**src/rtl/bcd_time_counter.sv**
```systemverilog
// rtl/bcd_time_counter.sv - HH:MM:SS BCD time-of-day counter with 1 Hz prescaler, set pulses and alarm
//
// Purpose: divides clk_i down to a 1 Hz tick and keeps time as six BCD digits,
// each feeding a 7-segment decoder. Single-cycle set pulses step minutes or
// hours. A registered one-cycle alarm_hit_o fires when a tick lands on the
// programmed HH:MM:00.
//
// Optional feature macro: TWELVE_HOUR_EN (12-hour display with pm flag).
//
// Ports:
//   clk_i          system clock, rising edge
//   reset_i        synchronous active-high reset
//   run_i          1 = prescaler advances, 0 = frozen
//   inc_min_i      one-cycle pulse, minutes +1 (no carry), clears seconds
//   inc_hr_i       one-cycle pulse, hours +1, clears seconds
//   alarm_en_i     enables the alarm compare
//   alarm_hh_i     alarm hours, BCD {tens,units}
//   alarm_mm_i     alarm minutes, BCD {tens,units}
//   alarm_pm_i     alarm pm flag (TWELVE_HOUR_EN only)
//   sec_lo_o..hr_hi_o  time digits, BCD
//   pm_o           pm flag (TWELVE_HOUR_EN only)
//   sec_pulse_o    one-cycle pulse after every 1 Hz advance
//   alarm_hit_o    one-cycle pulse after a tick that reaches the alarm time

module bcd_time_counter #(
    parameter int CLK_HZ = 50000000
) (
    input  logic       clk_i,
    input  logic       reset_i,
    input  logic       run_i,
    input  logic       inc_min_i,
    input  logic       inc_hr_i,
    input  logic       alarm_en_i,
    input  logic [7:0] alarm_hh_i,
    input  logic [7:0] alarm_mm_i,
`ifdef TWELVE_HOUR_EN
    input  logic       alarm_pm_i,
    output logic       pm_o,
`endif
    output logic [3:0] sec_lo_o,
    output logic [3:0] sec_hi_o,
    output logic [3:0] min_lo_o,
    output logic [3:0] min_hi_o,
    output logic [3:0] hr_lo_o,
    output logic [3:0] hr_hi_o,
    output logic       sec_pulse_o,
    output logic       alarm_hit_o
);

    localparam int                CNT_W   = $clog2(CLK_HZ);
    localparam logic [CNT_W-1:0]  CNT_MAX = CNT_W'(CLK_HZ - 1);
`ifdef TWELVE_HOUR_EN
    localparam logic [7:0]        HR_RESET = 8'h12;
`else
    localparam logic [7:0]        HR_RESET = 8'h00;
`endif

    logic [CNT_W-1:0] cnt_q, cnt_d;
    logic [7:0]       sec_q, sec_d;
    logic [7:0]       min_q, min_d;
    logic [7:0]       hr_q, hr_d;
    logic             sec_pulse_q, sec_pulse_d;
    logic             alarm_hit_q, alarm_hit_d;
`ifdef TWELVE_HOUR_EN
    logic             pm_q, pm_d;
    logic             pm_flip;
`endif

    logic       set_pulse;
    logic       tick;
    logic [8:0] sec_inc;   // {carry, next value}
    logic [8:0] min_inc;
    logic [7:0] hr_next;
    logic       alarm_match;

    // Digit-wise BCD increment modulo 60; bit 8 is the carry out of 59.
    function automatic logic [8:0] bcd_inc60(input logic [7:0] v);
        if (v[3:0] == 4'd9) begin
            if (v[7:4] == 4'd5) begin
                return 9'h100;
            end
            return {1'b0, v[7:4] + 4'd1, 4'd0};
        end
        return {1'b0, v[7:4], v[3:0] + 4'd1};
    endfunction

    // Hour step: 12-hour sequence is 12,01..11; 24-hour sequence is 00..23.
    function automatic logic [7:0] hr_step(input logic [7:0] v);
`ifdef TWELVE_HOUR_EN
        if (v == 8'h12) begin
            return 8'h01;
        end
`else
        if (v == 8'h23) begin
            return 8'h00;
        end
`endif
        if (v[3:0] == 4'd9) begin
            return {v[7:4] + 4'd1, 4'd0};
        end
        return {v[7:4], v[3:0] + 4'd1};
    endfunction

    assign set_pulse = inc_min_i | inc_hr_i;
    assign tick      = run_i & (cnt_q == CNT_MAX);
    assign sec_inc   = bcd_inc60(sec_q);
    assign min_inc   = bcd_inc60(min_q);
    assign hr_next   = hr_step(hr_q);
`ifdef TWELVE_HOUR_EN
    // Crossing 11 -> 12 is the am/pm boundary in both directions.
    assign pm_flip   = (hr_q == 8'h11);
`endif

    always_comb begin
        cnt_d       = cnt_q;
        sec_d       = sec_q;
        min_d       = min_q;
        hr_d        = hr_q;
        sec_pulse_d = 1'b0;
        alarm_hit_d = 1'b0;
        alarm_match = 1'b0;
`ifdef TWELVE_HOUR_EN
        pm_d        = pm_q;
`endif
        if (set_pulse) begin
            // Set pulses take priority; a coincident tick is dropped.
            cnt_d = '0;
            sec_d = 8'h00;
            if (inc_min_i) begin
                min_d = min_inc[7:0];
            end
            if (inc_hr_i) begin
                hr_d = hr_next;
`ifdef TWELVE_HOUR_EN
                pm_d = pm_q ^ pm_flip;
`endif
            end
        end else if (run_i) begin
            if (tick) begin
                cnt_d = '0;
                sec_d = sec_inc[7:0];
                if (sec_inc[8]) begin
                    min_d = min_inc[7:0];
                    if (min_inc[8]) begin
                        hr_d = hr_next;
`ifdef TWELVE_HOUR_EN
                        pm_d = pm_q ^ pm_flip;
`endif
                    end
                end
                sec_pulse_d = 1'b1;
                // Digits are always BCD, so non-BCD alarm values never match.
                alarm_match = (hr_d == alarm_hh_i) && (min_d == alarm_mm_i) && (sec_d == 8'h00);
`ifdef TWELVE_HOUR_EN
                alarm_match = alarm_match && (pm_d == alarm_pm_i);
`endif
                alarm_hit_d = alarm_en_i & alarm_match;
            end else begin
                cnt_d = cnt_q + CNT_W'(1);
            end
        end
    end

    always_ff @(posedge clk_i) begin
        if (reset_i) begin
            cnt_q       <= '0;
            sec_q       <= 8'h00;
            min_q       <= 8'h00;
            hr_q        <= HR_RESET;
            sec_pulse_q <= 1'b0;
            alarm_hit_q <= 1'b0;
`ifdef TWELVE_HOUR_EN
            pm_q        <= 1'b0;
`endif
        end else begin
            cnt_q       <= cnt_d;
            sec_q       <= sec_d;
            min_q       <= min_d;
            hr_q        <= hr_d;
            sec_pulse_q <= sec_pulse_d;
            alarm_hit_q <= alarm_hit_d;
`ifdef TWELVE_HOUR_EN
            pm_q        <= pm_d;
`endif
        end
    end

    assign sec_lo_o    = sec_q[3:0];
    assign sec_hi_o    = sec_q[7:4];
    assign min_lo_o    = min_q[3:0];
    assign min_hi_o    = min_q[7:4];
    assign hr_lo_o     = hr_q[3:0];
    assign hr_hi_o     = hr_q[7:4];
    assign sec_pulse_o = sec_pulse_q;
    assign alarm_hit_o = alarm_hit_q;
`ifdef TWELVE_HOUR_EN
    assign pm_o        = pm_q;
`endif

endmodule

```
**config.mk**
```make
export PLATFORM = sky130hd
export DESIGN_NAME = bcd_time_counter
export DESIGN_NICKNAME = d
export VERILOG_FILES = /design/src/rtl/bcd_time_counter.sv
export SDC_FILE = /design/constraint.sdc
export NUM_CORES = 1
export LEC_CHECK = 0
export ABC_AREA = 0
export BUFFER_PORTS_ARGS = -buffer_cell sky130_fd_sc_hd__buf_2
export CELL_PAD_IN_SITES_DETAIL_PLACEMENT = 0
export CELL_PAD_IN_SITES_GLOBAL_PLACEMENT = 2
export CORE_ASPECT_RATIO = 0.75
export CORE_MARGIN = 4
export CORE_UTILIZATION = 33
export DETAILED_ROUTE_END_ITERATION = 6
export MAX_ROUTING_LAYER = met4
export PLACE_DENSITY = 0.87
export SLEW_MARGIN = 30
export SYNTH_ARGS = -nofsm -noshare
export SYNTH_HDL_FRONTEND = slang
export SYNTH_SLANG_ARGS = --single-unit
```
**constraint.sdc**
```tcl
create_clock -name clk_i -period 2.9 [get_ports clk_i]
set_input_delay 0.29 -clock clk_i [delete_from_list [all_inputs] [get_ports clk_i]]
set_output_delay 0.29 -clock clk_i [all_outputs]
set_load 0.005 [all_outputs]
```
==> flow_metrics.py <==
metrics = {
    "status": {
        "status": "complete, no violations",
    },
    "clock_tree": {
        "path_clk_slew_ps": 70,
        "cts_buffers": 5,
        "clk_latency_ps": 290,
        "cts_resized": 0,
        "clock_path_buffers": 2,
        "cts_tree": "yes",
        "post_cts_buffers": 0,
        "postCtsHoldBufs": 0,
        "h-tree-depth": 2,
        "cts.sinks": 52,
        "cts-root-buf": "clkbuf_16",
    },
    "logic_synthesis": {
        "yosysTopAreaCell": "dfxtp_1",
        "synth_area_per_cell_sq_um": 8.02,
        "syn_area_sq_um": 3150,
        "ys.warnings.count": 0,
        "ys_seq_elements": 52,
        "yosysMostFrequentCell": "nor2_1",
        "yosysTopAreaCellShare_pct": 33.1,
        "yosys-top-cells-area": "dfxtp_1 33%, nor2_1 7.2%, xor2_1 6.7%",
        "yosysSeqAreaShare_pct": 33.1,
        "synthCells": 392,
        "synth_flop_cell": "dfxtp_1",
        "async_reset_ff_share_pct": 0,
        "synth_edf_count": 0,
        "netlist_top_cells_count": "60 x nor2_1, 52 x dfxtp_1, 34 x nand2_1",
        "synth.distinct_cells": 55,
        "syn-num-nets": 423,
    },
    "route": {
        "drc_errors": 0,
        "wl_met1_um": 4220,
        "firstDrtPassIters": 4,
        "drt-total-wl_um": 7830,
        "route.met2.wl_um": 3060,
        "postRouteAntennaNets": 0,
        "vias": 2792,
        "avgViaCountPerCell": 4.95,
        "drtIter0Drc": 143,
        "wl_met3_um": 485,
        "wire_per_inst_um": 13.9,
        "routed.top_layer": "met4",
    },
    "setup_path": {
        "cp.arrival_ps": 2740,
        "worstSetupPathType": "register to register",
        "required_ps": 3140,
        "endpoint_kind": "register",
        "crit_path_start_kind": "register",
        "ff2ff_path_depth": 8,
        "worst-r2r-setup-slack_ps": 400,
        "crit_fanout": 8,
    },
    "place": {
        "dp_hpwl_um": 5970,
        "place_ws_ps": 441,
        "post-place-cells": 556,
        "place_congestion": 0.857,
        "port-buffer-count": 47,
    },
    "global_route": {
        "grt_max_degree": 25,
        "grt_pass1_wl_um": 13000,
        "grt_remaining_overflow": 0,
        "track_usage_pct": 15.0,
        "antenna_found_initial": 0,
        "grt_pass1_vias": 2548,
    },
    "sta": {
        "hold_violations": 0,
        "fin_ws_ps": 400,
        "fin_tns_setup_ps": 0,
        "worstMarginPinSlew_ps": 470,
        "setup_violations": 0,
        "maxSlewViolCount": 0,
        "post-route-period-util_pct": 86.2,
        "fin_crit_ps": 2500,
        "max_freq_ghz": 0.400,
        "fin_skew_ps": 10.4,
        "slew_headroom_pct": 68.7,
        "worst_hold_slack_ps": 349,
        "rsz0062_at_grt": "no",
    },
    "final_layout": {
        "fill_cells": 999,
        "num_antenna_cells": 0,
        "drive_gt1_share_pct": 16.3,
        "syn_to_final_growth_pct": 16.2,
        "multi_input_area_sq_um": 1990,
        "regArea_sq_um": 1040,
        "fin_nets": 466,
        "stdcell_count": 564,
    },
    "floorplan": {
        "core_area_sq_um": 9160,
        "die_x_um": 121,
        "die_h_um": 92.6,
        "die_area_sq_um": 11200,
        "start_util_pct": 34.3,
        "num_io_pins": 48,
        "num_rows": 30,
    },
    "hold_path": {
        "whs_path_depth": 3,
        "hp-class": "primary input to register",
    },
    "power_and_ir_drop": {
        "powerDensity_nw_per_um2": 392,
        "total_power_mw": 1.43,
        "leakagePower_nw": 1.33,
        "ir_drop_uv": 251,
    },
    "run": {
        "cap_violations": 0,
    },
}
[layer usage]
metal / vias up / GRT usage [%]
li1: 1458 / -
met1: 1276 / 23.0
met2: 53 / 19.8
met3: 5 / 3.17
met4: 0 / 3.40
met5: - / -
[flip-flops by register name, summed over array words and instances (netlist names)]
register,cells
alarm_hit_o,1
hr_q,8
min_q,8
cnt_q,26
sec_pulse_o,1
sec_q,8
[cell type report]
cell class | count | area share [%]
Tap cell | 128 | 4.38
Clock buffer | 7 | 3.90
Inverter | 9 | 0.924
Clock inverter | 1 | 0.205
Timing Repair Buffer | 53 | 7.67
Multi-Input combinational cell | 314 | 54.4
Sequential cell | 52 | 28.5
[power by group]
group | switching [mW] | internal, mW | total, mW
Clock | 0.268 | 0.345 | 0.613
Combinational | 0.0532 | 0.0405 | 0.0937
Sequential | 0.00903 | 0.718 | 0.727
Total | 0.331 | 1.10 | 1.43
[worst paths after layout]
check                              from                     end
setup / recovery  min_q[0]$_SDFFE_PP0P_  alarm_hit_o$_SDFF_PP0_
hold / removal                    run_i   cnt_q[1]$_SDFFE_PP0P_
hold reg to reg   cnt_q[1]$_SDFFE_PP0P_   cnt_q[1]$_SDFFE_PP0P_
setup reg to reg  min_q[0]$_SDFFE_PP0P_  alarm_hit_o$_SDFF_PP0_
[worst max-delay path, cell delays in order, from the launching register on]
cell and delay [ps]:
dfxtp_1 480, ha_1 270, and3b_1 350, nand4_1 250
a221o_1 380, a31oi_1 170, o2111ai_1 120, nor4_1 240
and4_1 190
[per-stage QoR]
step	instance area [sq um]	util, %
floorplan	3150	-
global placement	3510	38.3
detailed placement	3510	38.3
CTS	3660	39.9
global route	3660	39.9
finish	3660	39.9
[cell usage in the layout (no fill, tap or decap), drive strengths merged, types with 4 or more instances in the layout]
cell    synthesis  final
nand3b          6      6
nor3           15     15
nand2          34     34
mux2i           7      7
nand3          12     12
ha              9      9
inv             9      9
dfxtp          52     52
nor2           60     60
buf             5     53
xnor2          23     23
or3             6      6
xor2           24     24
nor4            5      5
o21ai          15     15
a21oi          30     30
nand4           9      9
clkbuf         12      7
nand2b          4      4
nor2b           4      4
and3            5      5
o211ai          5      5
[logic make-up (layout without fill, tap and decap cells)]
group	Yosys count	in the layout	synth area share [%]
AND/OR/NAND/NOR	185	185	31.9
flip-flops	52	52	33.1
multiplexers	8	8	2.59
AO/OA/AOI/OAI	65	65	12.1
XOR/XNOR	47	47	13.1
adder cells (fa/ha/maj)	9	9	3.58
buffers and inverters	26	70	3.62
Note: power is estimated with default switching activity, not from simulation.
